$ cat config.mk
export PLATFORM = sky130hd
export DESIGN_NAME = aclk_alarm_ctrl
export DESIGN_NICKNAME = d
export VERILOG_FILES = /design/src/rtl/aclk_alarm_ctrl.sv
export SDC_FILE = /design/constraint.sdc
export NUM_CORES = 1
export LEC_CHECK = 0
export CORE_MARGIN = 8
export CORE_UTILIZATION = 49
export DETAILED_ROUTE_END_ITERATION = 16
export PLACE_DENSITY = 0.79
export SYNTH_ARGS = -nofsm -noshare
export SYNTH_HDL_FRONTEND = slang
export SYNTH_SLANG_ARGS = --single-unit
$ cat constraint.sdc
create_clock -name clk -period 1.2 [get_ports clk]
set_clock_uncertainty 0.15 [all_clocks]
set_input_delay 0.12 -clock clk [delete_from_list [all_inputs] [get_ports clk]]
set_output_delay 0.12 -clock clk [all_outputs]
set_load 0.1 [all_outputs]
$ cat src/rtl/aclk_alarm_ctrl.sv
// Alarm-operation engine: holds the programmed alarm time, detects the HH:MM:00 match
// against the timekeeper, and rings for a bounded time unless stopped or disabled.
module aclk_alarm_ctrl #(
  parameter int TICKS_PER_SEC = 10,
  parameter int RING_SECS     = 60
) (
  input  logic       clk,
  input  logic       rst_n,
  input  logic       AL_ON,
  input  logic       STOP_al,
  input  logic       LD_alarm,
  input  logic [4:0] H_in,
  input  logic [5:0] M_in,
  input  logic [4:0] CUR_H,
  input  logic [5:0] CUR_M,
  input  logic [5:0] CUR_S,
  output logic       Alarm,
  output logic [1:0] AL_STATE
);

  typedef enum logic [1:0] {
    S_IDLE     = 2'd0,
    S_ARMED    = 2'd1,
    S_RINGING  = 2'd2,
    S_SILENCED = 2'd3
  } state_t;

  localparam int            PW        = (TICKS_PER_SEC > 1) ? $clog2(TICKS_PER_SEC) : 1;
  localparam logic [PW-1:0] PRESC_MAX = PW'(TICKS_PER_SEC - 1);
  localparam logic [PW-1:0] PRESC_ONE = PW'(1);
  localparam logic [7:0]    RING_LIM  = 8'(RING_SECS);

  // Reset asserts asynchronously everywhere, releases two clk edges after rst_n rises.
  logic rst_meta_q, rst_sync_q;
  always_ff @(posedge clk or negedge rst_n) begin
    if (!rst_n) begin
      rst_meta_q <= 1'b0;
      rst_sync_q <= 1'b0;
    end else begin
      rst_meta_q <= 1'b1;
      rst_sync_q <= rst_meta_q;
    end
  end

  state_t        state_q, state_d;
  logic [4:0]    al_h_q, al_h_d;
  logic [5:0]    al_m_q, al_m_d;
  logic          match_d_q, match_d_d;
  logic [PW-1:0] presc_q, presc_d;
  logic [7:0]    ring_q, ring_d;

  logic match, match_rise, sec_tick, timeout, load_ok, entering_ring;

  always_comb begin
    match      = (CUR_H == al_h_q) && (CUR_M == al_m_q) && (CUR_S == 6'd0);
    match_rise = match && !match_d_q;
    sec_tick   = (presc_q == PRESC_MAX);
    // Leave on the tick that brings the timer to RING_SECS, so the ring lasts exactly
    // RING_SECS full seconds from the entry edge.
    timeout    = (sec_tick && ((ring_q + 8'd1) == RING_LIM)) || (ring_q >= RING_LIM);
    load_ok    = LD_alarm && (H_in <= 5'd23) && (M_in <= 6'd59);

    state_d = state_q;
    case (state_q)
      S_IDLE: begin
        if (AL_ON) state_d = S_ARMED;
      end
      S_ARMED: begin
        if (!AL_ON)          state_d = S_IDLE;
        else if (match_rise) state_d = S_RINGING;
      end
      S_RINGING: begin
        if (!AL_ON)                  state_d = S_IDLE;
        else if (STOP_al || timeout) state_d = S_SILENCED;
      end
      S_SILENCED: begin
        if (!AL_ON)      state_d = S_IDLE;
        else if (!match) state_d = S_ARMED;
      end
      default: state_d = S_IDLE;
    endcase

    entering_ring = (state_q != S_RINGING) && (state_d == S_RINGING);

    al_h_d    = load_ok ? H_in : al_h_q;
    al_m_d    = load_ok ? M_in : al_m_q;
    match_d_d = match;

    if (entering_ring || sec_tick) presc_d = '0;
    else                           presc_d = presc_q + PRESC_ONE;

    ring_d = ring_q;
    if (entering_ring)
      ring_d = 8'd0;
    else if ((state_q == S_RINGING) && sec_tick && (ring_q != 8'hFF))
      ring_d = ring_q + 8'd1;
  end

  always_ff @(posedge clk or negedge rst_sync_q) begin
    if (!rst_sync_q) begin
      state_q   <= S_IDLE;
      al_h_q    <= 5'd0;
      al_m_q    <= 6'd0;
      match_d_q <= 1'b0;
      presc_q   <= '0;
      ring_q    <= 8'd0;
    end else begin
      state_q   <= state_d;
      al_h_q    <= al_h_d;
      al_m_q    <= al_m_d;
      match_d_q <= match_d_d;
      presc_q   <= presc_d;
      ring_q    <= ring_d;
    end
  end

  assign Alarm    = (state_q == S_RINGING);
  assign AL_STATE = state_q;

endmodule

==> flow_summary.toml, run 1 <==
[timing]
fmax_ghz = 0.4910
rsz0062_at_grt = "true"
drv_slew = 0
setup_viol = 18
finalHoldViolations = 0
fin_crit_ns = 2.036
finalWorstSetupSlack_ns = -0.8365
tns_ns = -13.01
fin_crit_sh = 1.697

[logic_synthesis]
yosys-top-cells-area = "dfrtp_1, xor2_1, mux2_2"
synth_fp_nets = 184
synthCells = 146
synth_edf_count = 0
ys_types = 39
synth_area_um2 = 1545
avgSynthCellArea_um2 = 10.58
synth_top_area_frac = 0.4534
ys.warnings.count = 0
yosys.area.top_type = "dfrtp_1"
synth-seq-cells = 28
ys_seq_area_frac = 0.4534
synthArstFlopShare = 1.000
synthFlopType = "dfrtp_1"

[worst_setup_path]
critPathRequiredTime_ns = 1.31
start_kind = "register"
worstReg2RegStart = "al_m_q[3]"
startpoint = "al_m_q[3]"
r2r_cells = 6
crit_chain = "xor2_1, nor4_1, nand3_1, nor4_4, buf_6, nor2_1"
critPathKind = "reg2reg"
endpoint_kind = "register"
cp_num_cells = 6
crit_end = "ring_q[2]"
cp.arrival_ns = 2.15
worst-r2r-setup-slack_ns = -0.84
cpPeakStageDelay_ns = 0.43
crit_buf_inv = 1
cp_slowest_cell = "dfrtp_1"
path_max_fanout = 6
cp_top_family = "simple AND/OR/NAND/NOR gates"
worstReg2RegEnd = "ring_q[2]"

[finish]
area_delta_synth_final_pct = 62.75
drive_gt1_frac = 0.3717
nNetsFinal = 265
final_cells = 270
final_cell_mix = "buf_4, dfrtp_1, clkdlybuf4s50_1, xor2_1, nor2_1"
fin_area_um2 = 2515
layout_commonest_cell = "buf_4"
diodes = 0

[global_route]
grt_pass1_wl_um = 7555
grt.total_usage = 0.1874
grt_max_degree = 18
use_met1 = 0.1972
grt_overflow_total = 0
met2_usage = 0.3460
grt_pass1_vias = 1587
met3_usage = 0.03306
antenna_found_initial = 0
grt.busiest_layer = "met2"

[status]
status = "finished, violations left"
violations = "setup timing"

[floorplanning]
fp-row-count = 20
coreArea_um2 = 3028
fp.dieW_um = 72.16
pin_count = 36
start_util = 0.5103
die_y_um = 72.16
die-area_um2 = 5206

[detailed_routing]
vias_per_cell = 5.300
vias = 1431
dr.pass1.iters = 4
wl_um = 4703
detail_route.wl_per_cell_um = 17.42
postRouteAntennaNets = 0
drcViolationCount = 0
initialDrtViolationCount = 80

[power_and_ir_drop]
power_frac_seq = 0.464
p_comb_frac = 0.268
peakVddDrop_mv = 0.6574
p_leak_nw = 1.103
power.internal_mw = 1.788
switchingPower_mw = 0.6625
power.density_nw_per_um2 = 974.5
switching_share = 0.2703
pwr-share-clk = 0.269

[worst_hold_path]
hp-class = "in2reg"
hp-start = "M_in[4]"

[clock_network]
numCtsBuffers = 3
clk_latency_ns = 0.35
clockRootBuffer = "clkbuf_4"
clock-sinks = 28
tritoncts = "yes"
clock_path_buffers = 2
htreeDepth = 1
clk_pin_slew_ns = 0.17

[place]
place_congestion = 0.7634
io_buffers = 35
dp.cells = 253
placed_area_um2 = 2235
dp_hpwl_um = 3063

[run]
drv_cap = 0
[sequential cells by signal, indices dropped and copies added (netlist names)]
signal,cells
rst_sync_q,1
al_m_q,6
ring_q,8
rst_meta_q,1
match_d_q,1
al_h_q,5
presc_q,4
AL_STATE,2
[layout make-up]
cell class                 count  area, um^2
clock buffer                   3       22.52
sequential                    28       709.4
inverter                       9       37.54
tap                           44       55.05
timing repair buffer          81       805.8
clock inverter                 1       30.03
fill                         170       513.0
multi-input combinational    104       854.6
[how the worst min path moves through the flow]
| stage | end | slack, ns | cells after the start |
|---|---|---|---|
| 2_1_floorplan | rst_meta_q | -0.33 | 0 |
| 3_3_place_gp | al_m_q[1] | 0.02 | 1 |
| 3_5_place_dp | al_m_q[1] | 0.04 | 1 |
| 4_1_cts | al_m_q[4] | 0.02 | 2 |
| 5_1_grt | al_m_q[3] | 0.007 | 2 |
| 6_report | al_m_q[4] | 0.001 | 2 |
[logic make-up after synthesis]
kind of cell,share of synthesized area
fa+ha+maj,0.04049
other cells,0.002427
mux,0.07854
simple gates,0.1765
compound gates,0.08260
buf+inv,0.04696
flops,0.4534
xor+xnor,0.1190
[timing repair]
item	4_1_cts	5_1_grt
buffers inserted	7	3
gates cloned	1	0
resized for setup	28	7
pin swaps	24	6
hold buffers	3	0
endpoints found under the setup margin	27	26
endpoints found under the hold margin	4	0
[power by group through the flow]
stage / logic (mW) / registers [mW] / clock network, mW
global placement: 0.556 / 1.14 / 0
CTS: 0.650 / 1.13 / 0.655
floorplan: 0.236 / 1.18 / 0
finish: 0.656 / 1.14 / 0.659
detailed placement: 0.581 / 1.15 / 0
global route: 0.704 / 1.15 / 0.675
[per-stage QoR]
step | hold WS [ns] | util | setup slack, ns | power (mW)
final | 0.001309 | 0.8306 | -0.8365 | 2.451
after floorplan | -0.3256 | - | -0.7318 | 1.420
after global placement | 0.02135 | 0.7380 | -0.8614 | 1.693
after global routing | 0.006760 | 0.8306 | -0.9066 | 2.531
after CTS | 0.01964 | 0.8223 | -0.7088 | 2.436
after detailed placement | 0.03622 | 0.7380 | -0.9566 | 1.728
[Yosys cell counts (2+ instances only)]
| cell | count |
|---|---|
| a21oi_1 | 4 |
| buf_6 | 2 |
| dfrtp_1 | 28 |
| ha_1 | 5 |
| inv_1 | 9 |
| mux2_2 | 9 |
| mux2i_1 | 2 |
| nand2_1 | 7 |
| nand2b_1 | 2 |
| nand3_1 | 4 |
| nand3b_1 | 2 |
| nand4_1 | 6 |
| nor2_1 | 15 |
| nor3_1 | 4 |
| nor4_1 | 3 |
| o22a_1 | 2 |
| xnor2_1 | 6 |
| xor2_1 | 15 |
[per-layer routing]
metal / vias to the layer above / wire length (um)
li1: 662 / -
met1: 707 / 1812
met2: 47 / 2555
met3: 15 / 193
met4: 0 / 142
met5: - / 0
[worst register-to-register path, stage by stage, from the launching register on]
cell     delay (ns)
dfrtp_1        0.43
xor2_1         0.16
nor4_1         0.31
nand3_1        0.28
nor4_4         0.38
buf_6          0.18
nor2_1         0.06
Power figures use the tool's default switching activity.
==> run 2: changes to the inputs <==
--- a/config.mk
+++ b/config.mk
@@ -8,7 +8,7 @@
 export CORE_MARGIN = 8
 export CORE_UTILIZATION = 49
 export DETAILED_ROUTE_END_ITERATION = 16
-export PLACE_DENSITY = 0.79
+export PLACE_DENSITY = 0.85
 export SYNTH_ARGS = -nofsm -noshare
 export SYNTH_HDL_FRONTEND = slang
 export SYNTH_SLANG_ARGS = --single-unit
==> flow_summary.toml, run 2 (synthesized netlist as in run 1, its figures left out) <==
[finish]
fin_util = 0.8459
nNetsFinal = 269
fillers = 151
area_delta_synth_final_pct = 65.75
diodes = 0
seqCellArea_um2 = 709.4
drive_gt1_frac = 0.4130
reg_top3 = "ring_q x8, al_m_q x6, al_h_q x5"
final_cell_mix = "buf_4, dfrtp_1, clkdlybuf4s50_1, xor2_1, buf_6"
largest-register = "ring_q"
largest_reg_flops = 8
layout_commonest_cell = "buf_4"
multi_input_comb_area_um2 = 878.3

[timing]
finalHoldViolations = 0
timing.hold.ws_ns = 0.06446
setup_viol = 24
drv_slew = 0
finalWorstSetupSlack_ns = -0.8233
rsz0062_at_grt = "true"
fmax_ghz = 0.4942
tns_ns = -11.54
fin_crit_sh = 1.686
fin_crit_ns = 2.023

[floorplanning]
coreArea_um2 = 3028
die-area_um2 = 5206
fp-row-count = 20
pin_count = 36
die_y_um = 72.16
start_util = 0.5103
fp.dieW_um = 72.16

[detailed_routing]
vias_per_cell = 5.405
initialDrtViolationCount = 92
vias = 1481
drcViolationCount = 0
postRouteAntennaNets = 0
dr.pass1.iters = 4
wl_um = 5426
detail_route.wl_per_cell_um = 19.80

[power_and_ir_drop]
p_comb_frac = 0.292
switching_share = 0.2762
power_frac_seq = 0.450
peakVddDrop_mv = 0.6362
power.internal_mw = 1.824
p_leak_nw = 1.121
power.density_nw_per_um2 = 983.7
pwr-share-clk = 0.258
switchingPower_mw = 0.6959

[worst_hold_path]
hp-class = "reg2async"

[worst_setup_path]
start_kind = "register"
crit_chain = "ha_4, buf_6, mux2i_1, a31oi_1, or4_4, a21oi_2"
critPathKind = "reg2reg"
crit_buf_inv = 1
endpoint_kind = "register"
critPathRequiredTime_ns = 1.33
cpPeakStageDelay_ns = 0.57
cp.arrival_ns = 2.16
path_max_fanout = 6
cp_top_family = "simple AND/OR/NAND/NOR gates"
cp_slowest_cell = "or4_4"

[global_route]
grt.total_usage = 0.2017
grt_pass1_vias = 1655
grt_max_degree = 18
grt_pass1_wl_um = 8045
antenna_found_initial = 0
grt_overflow_total = 0

[clock_network]
clk_latency_ns = 0.35
htreeDepth = 1
numCtsBuffers = 3
clk_pin_slew_ns = 0.17
clock-sinks = 28
clockRootBuffer = "clkbuf_4"
clock_path_buffers = 2
tritoncts = "yes"

[status]
violations = "setup timing"
status = "finished, violations left"

[place]
place_congestion = 0.8598
io_buffers = 35
dp_slack_ns = -1.028
dp_hpwl_um = 3256

[run]
drv_cap = 0
==> run 2: cell count changes in the layout (fill, tap and decap cells not counted), moves of 2 or more <==
cell,before,now
buf_4,31,33
clkbuf_2,0,3
dlygate4sd2_1,5,3
dlygate4sd3_1,3,5
nor2_1,10,7
nor2_2,5,8
==> run 2: power groups by stage <==
stage               Clock (mW)  Combinational [mW]  Sequential [mW]
floorplan                    0               0.236             1.18
global placement             0               0.555             1.14
detailed placement           0               0.591             1.15
CTS                      0.649               0.674             1.13
global route             0.683               0.785             1.15
finish                   0.650               0.736             1.13
==> run 2: area by class of cell <==
cell class | count | share of cell area
flip-flops and latches | 28 | 0.2770
multi-input cells | 104 | 0.3429
clock buffers | 3 | 0.008793
well taps | 44 | 0.02149
repair buffers | 85 | 0.3234
inverters | 9 | 0.01466
clock inverters | 1 | 0.01172
==> run 2: worst paths after layout <==
kind / start / endpoint / slack [ns] / cells after the start
setup / recovery: ring_q[1] / AL_STATE[0] / -0.82 / 6
hold / removal: rst_sync_q / al_m_q[4] / 0.06 / 1
setup reg to reg: ring_q[1] / AL_STATE[0] / -0.82 / 6
hold reg to reg: rst_sync_q / al_m_q[4] / 0.06 / 1
max in group asynchronous: rst_n / rst_sync_q / 0.49 / 2
min in group clk: H_in[4] / al_h_q[4] / 0.14 / 3
==> run 2: timing repair <==
item	in CTS	in global routing
pin swaps	20	14
resized for setup	29	16
hold buffers	2	3
setup buffers	8	4
cloned	1	0
endpoints found under the setup margin	27	29
hold endpoints to repair	3	3
==> run 2: through the flow <==
step	cell area [um^2]	total power [mW]	cells
floorplan	1588	1.420	146
global placement	2227	1.692	252
detailed placement	2227	1.739	252
CTS	2469	2.456	267
global route	2561	2.614	274
finish	2561	2.520	274
==> run 2: metal layers <==
| layer | track usage | routed length, um | vias to the layer above |
|---|---|---|---|
| met1 | 0.2042 | 1925 | 715 |
| li1 | - | - | 671 |
| met2 | 0.3551 | 2851 | 67 |
| met5 | 0 | 0 | - |
| met4 | 0.1451 | 335 | 0 |
| met3 | 0.04683 | 313 | 28 |
==> run 3: changes to the inputs <==
--- a/config.mk
+++ b/config.mk
@@ -5,9 +5,11 @@
 export SDC_FILE = /design/constraint.sdc
 export NUM_CORES = 1
 export LEC_CHECK = 0
+export CAP_MARGIN = 20
 export CORE_MARGIN = 8
 export CORE_UTILIZATION = 49
 export DETAILED_ROUTE_END_ITERATION = 16
+export GPL_ROUTABILITY_DRIVEN = 0
 export PLACE_DENSITY = 0.85
 export SYNTH_ARGS = -nofsm -noshare
 export SYNTH_HDL_FRONTEND = slang
==> results of run 3 <==
The final DEF is identical to that of run 2; final timing and power are the same.
